$ cat src/rtl/reg_write_arbiter_if.sv
// Bundle between the writeback stage / multi-cycle unit and the register-file
// write arbiter. The arbiter sits on the slave modport.
interface reg_write_arbiter_if #(
    parameter int PTR_W = 2
);
    logic          PIPE_WE;
    logic [3:0]    PIPE_A;
    logic [31:0]   PIPE_WD;
    logic          MC_VALID;
    logic [3:0]    MC_A;
    logic [31:0]   MC_WD;
    logic          MC_READY;
    logic          WE3;
    logic [3:0]    A3;
    logic [31:0]   WD3;
    logic [14:0]   PENDING;
    logic [PTR_W:0] COUNT;
    logic          R15_DROP;
    logic          ORDER_ERR;

    modport master (
        output PIPE_WE, PIPE_A, PIPE_WD, MC_VALID, MC_A, MC_WD,
        input  MC_READY, WE3, A3, WD3, PENDING, COUNT, R15_DROP, ORDER_ERR
    );

    modport slave (
        input  PIPE_WE, PIPE_A, PIPE_WD, MC_VALID, MC_A, MC_WD,
        output MC_READY, WE3, A3, WD3, PENDING, COUNT, R15_DROP, ORDER_ERR
    );
endinterface

$ cat src/rtl/reg_write_arbiter.sv
// Register-file write-port arbiter: the pipeline writeback always wins, and
// multi-cycle results wait in a FIFO that drains on cycles the pipeline is idle.
module reg_write_arbiter #(
    parameter int DEPTH = 4,
    parameter int PTR_W = 2
) (
    input logic           CLK,
    input logic           RESET,
    reg_write_arbiter_if.slave bus
);
    localparam logic [PTR_W:0] FULL = (PTR_W + 1)'(DEPTH);
    localparam logic [3:0]     R15  = 4'd15;

    logic [3:0]       mem_a [DEPTH];
    logic [31:0]      mem_d [DEPTH];
    logic [PTR_W-1:0] wr_ptr, rd_ptr;
    logic [PTR_W:0]   count;
    logic             accept, push, pop, mc_drop, pipe_drop, pipe_write;
    logic [14:0]      pend;

    // MC handshake: a result transfers on a posedge where MC_VALID && MC_READY;
    // the producer holds MC_A/MC_WD stable until then. MC_READY depends only on
    // occupancy, so a pop on the same edge never frees a slot early.
    assign bus.MC_READY = (count != FULL);
    assign accept       = bus.MC_VALID && bus.MC_READY;
    assign push         = accept && (bus.MC_A != R15);
    assign mc_drop      = accept && (bus.MC_A == R15);
    assign pipe_drop    = bus.PIPE_WE && (bus.PIPE_A == R15);
    assign pipe_write   = bus.PIPE_WE && (bus.PIPE_A != R15);
    assign pop          = !bus.PIPE_WE && (count != '0);

    assign bus.COUNT   = count;
    assign bus.PENDING = pend;

    // An entry is live when its distance from the read pointer is below count.
    always_comb begin
        pend = '0;
        for (int i = 0; i < DEPTH; i++) begin
            if ({1'b0, PTR_W'(PTR_W'(i) - rd_ptr)} < count && mem_a[i] != R15)
                pend[mem_a[i]] = 1'b1;
        end
    end

    always_ff @(posedge CLK) begin
        if (push) begin
            mem_a[wr_ptr] <= bus.MC_A;
            mem_d[wr_ptr] <= bus.MC_WD;
        end
    end

    always_ff @(posedge CLK or posedge RESET) begin
        if (RESET) begin
            wr_ptr        <= '0;
            rd_ptr        <= '0;
            count         <= '0;
            bus.WE3       <= 1'b0;
            bus.A3        <= '0;
            bus.WD3       <= '0;
            bus.R15_DROP  <= 1'b0;
            bus.ORDER_ERR <= 1'b0;
        end else begin
            if (push) wr_ptr <= wr_ptr + PTR_W'(1);
            if (pop)  rd_ptr <= rd_ptr + PTR_W'(1);
            case ({push, pop})
                2'b10:   count <= count + (PTR_W + 1)'(1);
                2'b01:   count <= count - (PTR_W + 1)'(1);
                default: count <= count;
            endcase

            bus.R15_DROP <= pipe_drop || mc_drop;
            if (pipe_write && pend[bus.PIPE_A])
                bus.ORDER_ERR <= 1'b1;

            if (pipe_write) begin
                bus.WE3 <= 1'b1;
                bus.A3  <= bus.PIPE_A;
                bus.WD3 <= bus.PIPE_WD;
            end else if (pop) begin
                bus.WE3 <= 1'b1;
                bus.A3  <= mem_a[rd_ptr];
                bus.WD3 <= mem_d[rd_ptr];
            end else begin
                bus.WE3 <= 1'b0;
            end
        end
    end
endmodule

$ cat src/flat_wrapper.sv
// flat-port wrapper written by rule: the top's interface ports become plain ports
module reg_write_arbiter_flat 
#(
    parameter int DEPTH = 4,
    parameter int PTR_W = 2
)
  (CLK, RESET, bus_PIPE_WE, bus_PIPE_A, bus_PIPE_WD, bus_MC_VALID, bus_MC_A, bus_MC_WD, bus_MC_READY, bus_WE3, bus_A3, bus_WD3, bus_PENDING, bus_COUNT, bus_R15_DROP, bus_ORDER_ERR);
  reg_write_arbiter_if #(.PTR_W(PTR_W)) bus_i ();
  input logic CLK;
  input logic RESET;
  input wire logic [$bits(bus_i.PIPE_WE)-1:0] bus_PIPE_WE;
  input wire logic [$bits(bus_i.PIPE_A)-1:0] bus_PIPE_A;
  input wire logic [$bits(bus_i.PIPE_WD)-1:0] bus_PIPE_WD;
  input wire logic [$bits(bus_i.MC_VALID)-1:0] bus_MC_VALID;
  input wire logic [$bits(bus_i.MC_A)-1:0] bus_MC_A;
  input wire logic [$bits(bus_i.MC_WD)-1:0] bus_MC_WD;
  output wire logic [$bits(bus_i.MC_READY)-1:0] bus_MC_READY;
  output wire logic [$bits(bus_i.WE3)-1:0] bus_WE3;
  output wire logic [$bits(bus_i.A3)-1:0] bus_A3;
  output wire logic [$bits(bus_i.WD3)-1:0] bus_WD3;
  output wire logic [$bits(bus_i.PENDING)-1:0] bus_PENDING;
  output wire logic [$bits(bus_i.COUNT)-1:0] bus_COUNT;
  output wire logic [$bits(bus_i.R15_DROP)-1:0] bus_R15_DROP;
  output wire logic [$bits(bus_i.ORDER_ERR)-1:0] bus_ORDER_ERR;
  assign bus_i.PIPE_WE = bus_PIPE_WE;
  assign bus_i.PIPE_A = bus_PIPE_A;
  assign bus_i.PIPE_WD = bus_PIPE_WD;
  assign bus_i.MC_VALID = bus_MC_VALID;
  assign bus_i.MC_A = bus_MC_A;
  assign bus_i.MC_WD = bus_MC_WD;
  assign bus_MC_READY = bus_i.MC_READY;
  assign bus_WE3 = bus_i.WE3;
  assign bus_A3 = bus_i.A3;
  assign bus_WD3 = bus_i.WD3;
  assign bus_PENDING = bus_i.PENDING;
  assign bus_COUNT = bus_i.COUNT;
  assign bus_R15_DROP = bus_i.R15_DROP;
  assign bus_ORDER_ERR = bus_i.ORDER_ERR;
  reg_write_arbiter #(.DEPTH(DEPTH), .PTR_W(PTR_W)) u_core (.CLK(CLK), .RESET(RESET), .bus(bus_i));
endmodule
$ cat config.mk
export PLATFORM = sky130hd
export DESIGN_NAME = reg_write_arbiter_flat
export DESIGN_NICKNAME = d
export VERILOG_FILES = /design/src/rtl/reg_write_arbiter_if.sv /design/src/rtl/reg_write_arbiter.sv /design/src/flat_wrapper.sv
export SDC_FILE = /design/constraint.sdc
export NUM_CORES = 1
export LEC_CHECK = 0
export CAP_MARGIN = 20
export CELL_PAD_IN_SITES_DETAIL_PLACEMENT = 1
export CELL_PAD_IN_SITES_GLOBAL_PLACEMENT = 2
export CORE_ASPECT_RATIO = 1.1
export CORE_MARGIN = 5
export CORE_UTILIZATION = 38
export CTS_CLUSTER_SIZE = 30
export DETAILED_ROUTE_END_ITERATION = 8
export HOLD_SLACK_MARGIN = 0.1
export PLACE_DENSITY = 0.76
export SYNTH_ARGS = -nofsm -noshare
export SYNTH_HDL_FRONTEND = slang
export SYNTH_SLANG_ARGS = --single-unit
$ cat constraint.sdc
create_clock -name CLK -period 3.7 [get_ports CLK]
set_input_delay 0.37 -clock CLK [delete_from_list [all_inputs] [get_ports CLK]]
set_output_delay 0.37 -clock CLK [all_outputs]
set_load 0.02 [all_outputs]
Word-level counts from Yosys, hierarchy flattened:

Memories as Yosys holds them, arrays and structs flattened.
Cells that the tools add are included.

* memory bits (writable): 144
* memories: 2
* output and inout bits: 58
* logic and storage cells: 88
* bits in registers: 46

* bitwise operators: 3
* reduce and logical (&&, ||, !) cells: 20
* add/subtract/negate cells: 8
* $lt $le $gt $ge: 13
* muxes and demuxes: 23
* eq/ne operators: 11

Memories
* u_core.mem_d: words 4, width 32, read ports 1, clocked after memory_dff 0, write ports 1, line reg_write_arbiter.sv:15 `logic [31:0] mem_d [DEPTH];`
* u_core.mem_a: words 4, width 4, read ports 5, clocked after memory_dff 0, write ports 1, line reg_write_arbiter.sv:14 `logic [3:0] mem_a [DEPTH];`

Operators by type and width (count)
* $mux W32: 2
* $mux W15: 4
* $or A15 B15 Y15: 3
* $lt A4 B5 Y1 const B: 5
* $ne A4 B4 Y1 const B: 6
* $demux W1 S4: 4
* $ge A4 B1 Y1 const B: 4
* $logic_and A1 B1 Y1: 15
* $lt A2 B3 Y1: 4
* $mux W1: 9
* $eq A4 B4 Y1 const B: 2
* $mux W4: 2
* $pmux W3 S2: 1
* $add A2 B1 Y2 const B: 2
* $bmux W1 S4: 1
* $reduce_bool A2 Y1: 2
* $sub A1 B2 Y2 const A: 2
* $sub A2 B2 Y2 const A: 2
* $add A3 B1 Y3 const B: 1
* $ne A3 B3 Y1 const B: 1
* $reduce_bool A3 Y1: 1
* $sub A3 B1 Y3 const B: 1
* $eq A2 B1 Y1 const B: 1
* $eq A2 B2 Y1 const B: 1
* 2 further kinds: 2

Longest topological paths before layout:

* depth in word-level cells: 14
* depth in mapped cells: 13
* depth with buffers taken out: 10

Least setup slack after synthesis:

OpenSTA, ideal clock, no wires.

* path type: register -> register
* from: reg u_core.rd_ptr[0]
* to: reg u_core.bus.ORDER_ERR
* slack: 0.573 ns
* stages on the path, launching flop included: 14
* data arrival time: 3.001 ns
* required time: 3.574 ns
* period minus slack after synthesis: 3.127 ns
* path through: dfrtp_1 > buf_4 > buf_2 > buf_2 > xor2_1 > inv_1 > ha_1 > nor2b_4 > a2111oi_4 > a22oi_1 > nand3_1 > or3b_2 > o2111a_1 > o32a_1

* word-level cells in the longest chain between the ends: 13
* elaborated cells between the ends (all ways): 22
* those cells by class: add/sub (4); order compare (4); mux (6); bitwise (3); reduce/logical (5)

RTL lines
* start: declaration: line reg_write_arbiter.sv:16 `logic [PTR_W-1:0] wr_ptr, rd_ptr;`
* start signal: assignment: line reg_write_arbiter.sv:63 `if (pop) rd_ptr <= rd_ptr + PTR_W'(1);`
* $sub A1 B2 Y2: line reg_write_arbiter.sv:39 `if ({1'b0, PTR_W'(PTR_W'(i) - rd_ptr)} < count && mem_a[i] != R15)`
* $lt A2 B3 Y1: line reg_write_arbiter.sv:39
* $logic_and A1 B1 Y1: line reg_write_arbiter.sv:39
* $mux W15: line reg_write_arbiter.sv:39
* $or A15 B15 Y15 (no source line)
* $mux W15: line reg_write_arbiter.sv:39
* $or A15 B15 Y15 (no source line)
* $mux W15: line reg_write_arbiter.sv:39
* $or A15 B15 Y15 (no source line)
* $mux W15 (*): line reg_write_arbiter.sv:39
* via bus_PENDING[1]: line flat_wrapper.sv:21 `output wire logic [$bits(bus_i.PENDING)-1:0] bus_PENDING;`
* $bmux W1 S4 (*): line reg_write_arbiter.sv:71 `if (pipe_write && pend[bus.PIPE_A])`
* $mux W1 (implied by the code) (*): line reg_write_arbiter.sv:71
* $logic_and A1 B1 Y1 (*): line reg_write_arbiter.sv:71
* end signal: assignment: line reg_write_arbiter.sv:60 `bus.ORDER_ERR <= 1'b0;`
* end signal: assignment: line reg_write_arbiter.sv:72 `bus.ORDER_ERR <= 1'b1;`
* end: declaration: line reg_write_arbiter_if.sv:28 `output MC_READY, WE3, A3, WD3, PENDING, COUNT, R15_DROP, ORDER_ERR`

Mark *: on every way through the listed nets, which the timed path passes. The rest lies on a longest branch. The select of a mux whose other input is x is not followed.
A chain may end at the register's enable or synchronous reset.

Final worst setup path:

* from: reg u_core.rd_ptr[1]
* to: out bus_PENDING[14]

* word-level cells in the longest chain between the ends: 10
* elaborated cells between the ends (all ways): 19
* those cells by class: add/sub (4); order compare (4); mux (4); bitwise (3); reduce/logical (4)

RTL lines (line)
* $sub A1 B2 Y2: reg_write_arbiter.sv:39
* $lt A2 B3 Y1: reg_write_arbiter.sv:39
* $logic_and A1 B1 Y1: reg_write_arbiter.sv:39
* $mux W15: reg_write_arbiter.sv:39
* $or A15 B15 Y15 (no source line)
* $mux W15: reg_write_arbiter.sv:39
* $or A15 B15 Y15 (no source line)
* $mux W15: reg_write_arbiter.sv:39
* $or A15 B15 Y15 (no source line)
* $mux W15 (*): reg_write_arbiter.sv:39
* end: declaration: flat_wrapper.sv:21

Every way passes the cells marked *; elsewhere a longest branch is shown, timed or not.

==> metrics.csv <==
metric,value,unit
status,completed,
tightest_slew,702,ps
syn_area,8400,sq um
grt-ovfl-total,0,
worstSetupStartpointType,flop,
htree_levels,4,
path_clk_slew,80,ps
synth-edff-count,144,
combPwrFrac,39.4,%
drv_slew,0,
hold_violations,0,
drv_cap,0,
syn_inst,547,
synth_fp_nets,633,
drc,0,
critPathMaxStageDelay,630,ps
grt_max_degree,47,
ys_warn_count,0,
start_util,38.2,%
antenna_found_initial,1,
crit_path_cell_trace,xor2_1 -> inv_1 -> ha_1 -> nor2b_4 -> a2111oi_2 -> a2bb2oi_1 -> nand3_1 -> clkdlybuf4s50_1,
sequentialPowerShare,38.2,%
num-nets-final,771,
cts_hold_buf,0,
yosysUniqueCellTypes,57,
power.switching,2.78,mW
insertion_delay,430,ps
skew,15.5,ps
yosysSeqAreaShare,65.2,%
critical_path_class,flop to output port,
cellInternalPower,5.20,mW
dieArea,25200,sq um
yosys-top-cells-area,"edfxtp_1 (51%), dfrtp_1 (14%), mux4_2 (9.7%)",
layout-drive-gt1-share,15.9,%
cts_tree,done,
power_density,741,nW/um^2
dp_hpwl,15500,um
yosysMostFrequentCell,edfxtp_1,
leakagePower,3.85,nW
sw_frac_of_total,34.9,%
diodes,0,
ios,134,
yosysTopAreaCell,edfxtp_1,
grt_pass1_wl,33700,um
grt_pass1_vias,5875,
grt_setup_unrepaired,no,
synth_ff_type,edfxtp_1,
cp_slowest_cell,clkdlybuf4s50_1,
critPathCaptureType,output port,
fin_crit,3550,ps
dpl.cell_count,960,
syn2layout_area_growth,28.2,%
postSynth.asyncResetShare,24.2,%
layoutNonFillerInstCount,993,
grt_usage,17.5,%
avgSynthCellArea,15.4,sq um
ant_nets,0,
fin_crit_sh,96.0,%
synth_top_cell_area_share,51.5,%
clkPwrFrac,22.4,%
setup_viol,0,
setup_tns,0,ps
clockRootBuffer,clkbuf_16,
finalWirelength,21400,um
post_cts_buffers,0,
drt-pass1-iter-count,4,
ys_seq_elements,190,
synthTopCellsByCount,"edfxtp_1 (144), nand2_1 (65), dfrtp_1 (46)",
arrival,3180,ps
die_width,152,um
coreArea,22000,sq um
vdd.ir_drop.worst,0.321,mV
io_buffers,133,
drtIter0Drc,215,
cts.sinks,190,
worstPathMaxFanout,5,
die_h,166,um
vias,5187,
worstPathRequired,3330,ps
max_freq,282,MHz
clockBufferDepth,2,
hold_path_class,primary input to asynchronous set/reset pin,
num_rows,57,
viasPerCell,5.22,
cts_buffers,17,
slew_headroom,53.2,%
gp_congestion,0.828,
wl_per_cell,21.6,um
==> metal layers <==
| metal | share of wire [%] | up-vias | track usage (%) |
|---|---|---|---|
| li1 | - | 2373 | - |
| met1 | 42 | 2639 | 22.2 |
| met2 | 50 | 137 | 29.0 |
| met3 | 5.0 | 36 | 4.34 |
| met4 | 2.8 | 2 | 6.64 |
| met5 | 0.061 | - | 0 |
==> final cells by class <==
cell class	count	area (sq um)
Timing Repair Buffer	147	1500
Fill cell	2222	11200
Multi-Input combinational cell	311	2780
Clock buffer	18	429
Sequential cell	190	5480
Clock inverter	14	150
Tap cell	295	369
Inverter	18	67.6
==> worst paths after layout <==
kind                                                  from                               end  slack, ps  cells past startpoint
setup reg to reg           u_core.bus.COUNT[1]$_DFFE_PP0P_  u_core.bus.ORDER_ERR$_DFFE_PP0P_        830                      9
max in group asynchronous                            RESET      u_core.rd_ptr[1]$_DFFE_PP0P_       2940                      3
hold reg to reg               u_core.bus.A3[3]$_DFFE_PP0P_      u_core.bus.A3[3]$_DFFE_PP0P_        480                      2
min in group CLK              u_core.bus.A3[3]$_DFFE_PP0P_      u_core.bus.A3[3]$_DFFE_PP0P_        480                      2
setup / recovery              u_core.rd_ptr[1]$_DFFE_PP0P_                   bus_PENDING[14]        150                      8
hold / removal                                       RESET    u_core.bus.WD3[27]$_DFFE_PP0P_        220                      2
==> power by group through the flow <==
stage	registers [mW]	clock network [mW]	logic (mW)
finish	3.05	1.79	3.15
global route	3.10	1.93	3.39
global placement	3.06	0	3.14
CTS	3.06	1.83	3.18
floorplan	3.17	0	1.87
detailed placement	3.10	0	3.17
==> cells in the final DEF (no fill, tap or decap), types with 5 or more instances in the layout <==
cell type and instances:
a21oi_1 6, ha_1 9, nor2_1 11, mux4_2 36, nand3_1 18, nor2b_1 12
mux2i_1 33, clkbuf_16 17, buf_4 9, buf_12 5, o21ai_0 34, dfrtp_1 44
clkdlybuf4s50_1 133, nand2_1 65, inv_1 17, a22oi_1 13, edfxtp_1 144, a2111oi_4 5
and3_1 5
==> worst max-delay path, delay by kind of cell (launching register included) <==
family | cells | cell delay [ps]
compound gates | 2 | 800
buf+inv | 2 | 700
flops | 1 | 440
simple gates | 2 | 330
fa+ha+maj | 1 | 270
xor+xnor | 1 | 210
==> registers in the layout (all words and copies together), names as in the netlist <==
| signal | cells |
|---|---|
| u_core.bus.ORDER_ERR | 1 |
| u_core.bus.WD3 | 32 |
| u_core.rd_ptr | 2 |
| u_core.bus.R15_DROP | 1 |
| u_core.bus.A3 | 4 |
| u_core.bus.WE3 | 1 |
| u_core.wr_ptr | 2 |
| u_core.mem_a | 16 |
| u_core.bus.COUNT | 3 |
| u_core.mem_d | 128 |
==> per-stage QoR <==
step / hold WS, ps / worst slack [ps] / util, % / power [mW] / area, sq um
2_1_floorplan: 469 / 573 / - / 5.04 / 8400
3_3_place_gp: 472 / 562 / 46.2 / 6.20 / 10100
5_1_grt: 218 / 28.5 / 49.0 / 8.42 / 10800
4_1_cts: 476 / 20.6 / 48.8 / 8.07 / 10700
3_5_place_dp: 474 / 503 / 46.2 / 6.27 / 10100
6_report: 221 / 149 / 49.0 / 7.98 / 10800
==> cell families after synthesis <==
logic type / Yosys count / synth area share, %
AOI/OAI and AO/OA: 85 / 8.07
xor gates and xnor gates: 7 / 0.730
adders and majority gates: 10 / 1.58
buffers and inverters: 46 / 2.32
DFF: 190 / 65.2
muxes: 70 / 13.7
and+or+nand+nor: 139 / 8.40
==> repair_timing <==
action,in CTS,in global routing
setup endpoints to repair,0,6
hold endpoints to repair,0,0
resized for setup,0,2
Power figures use the tool's default switching activity.
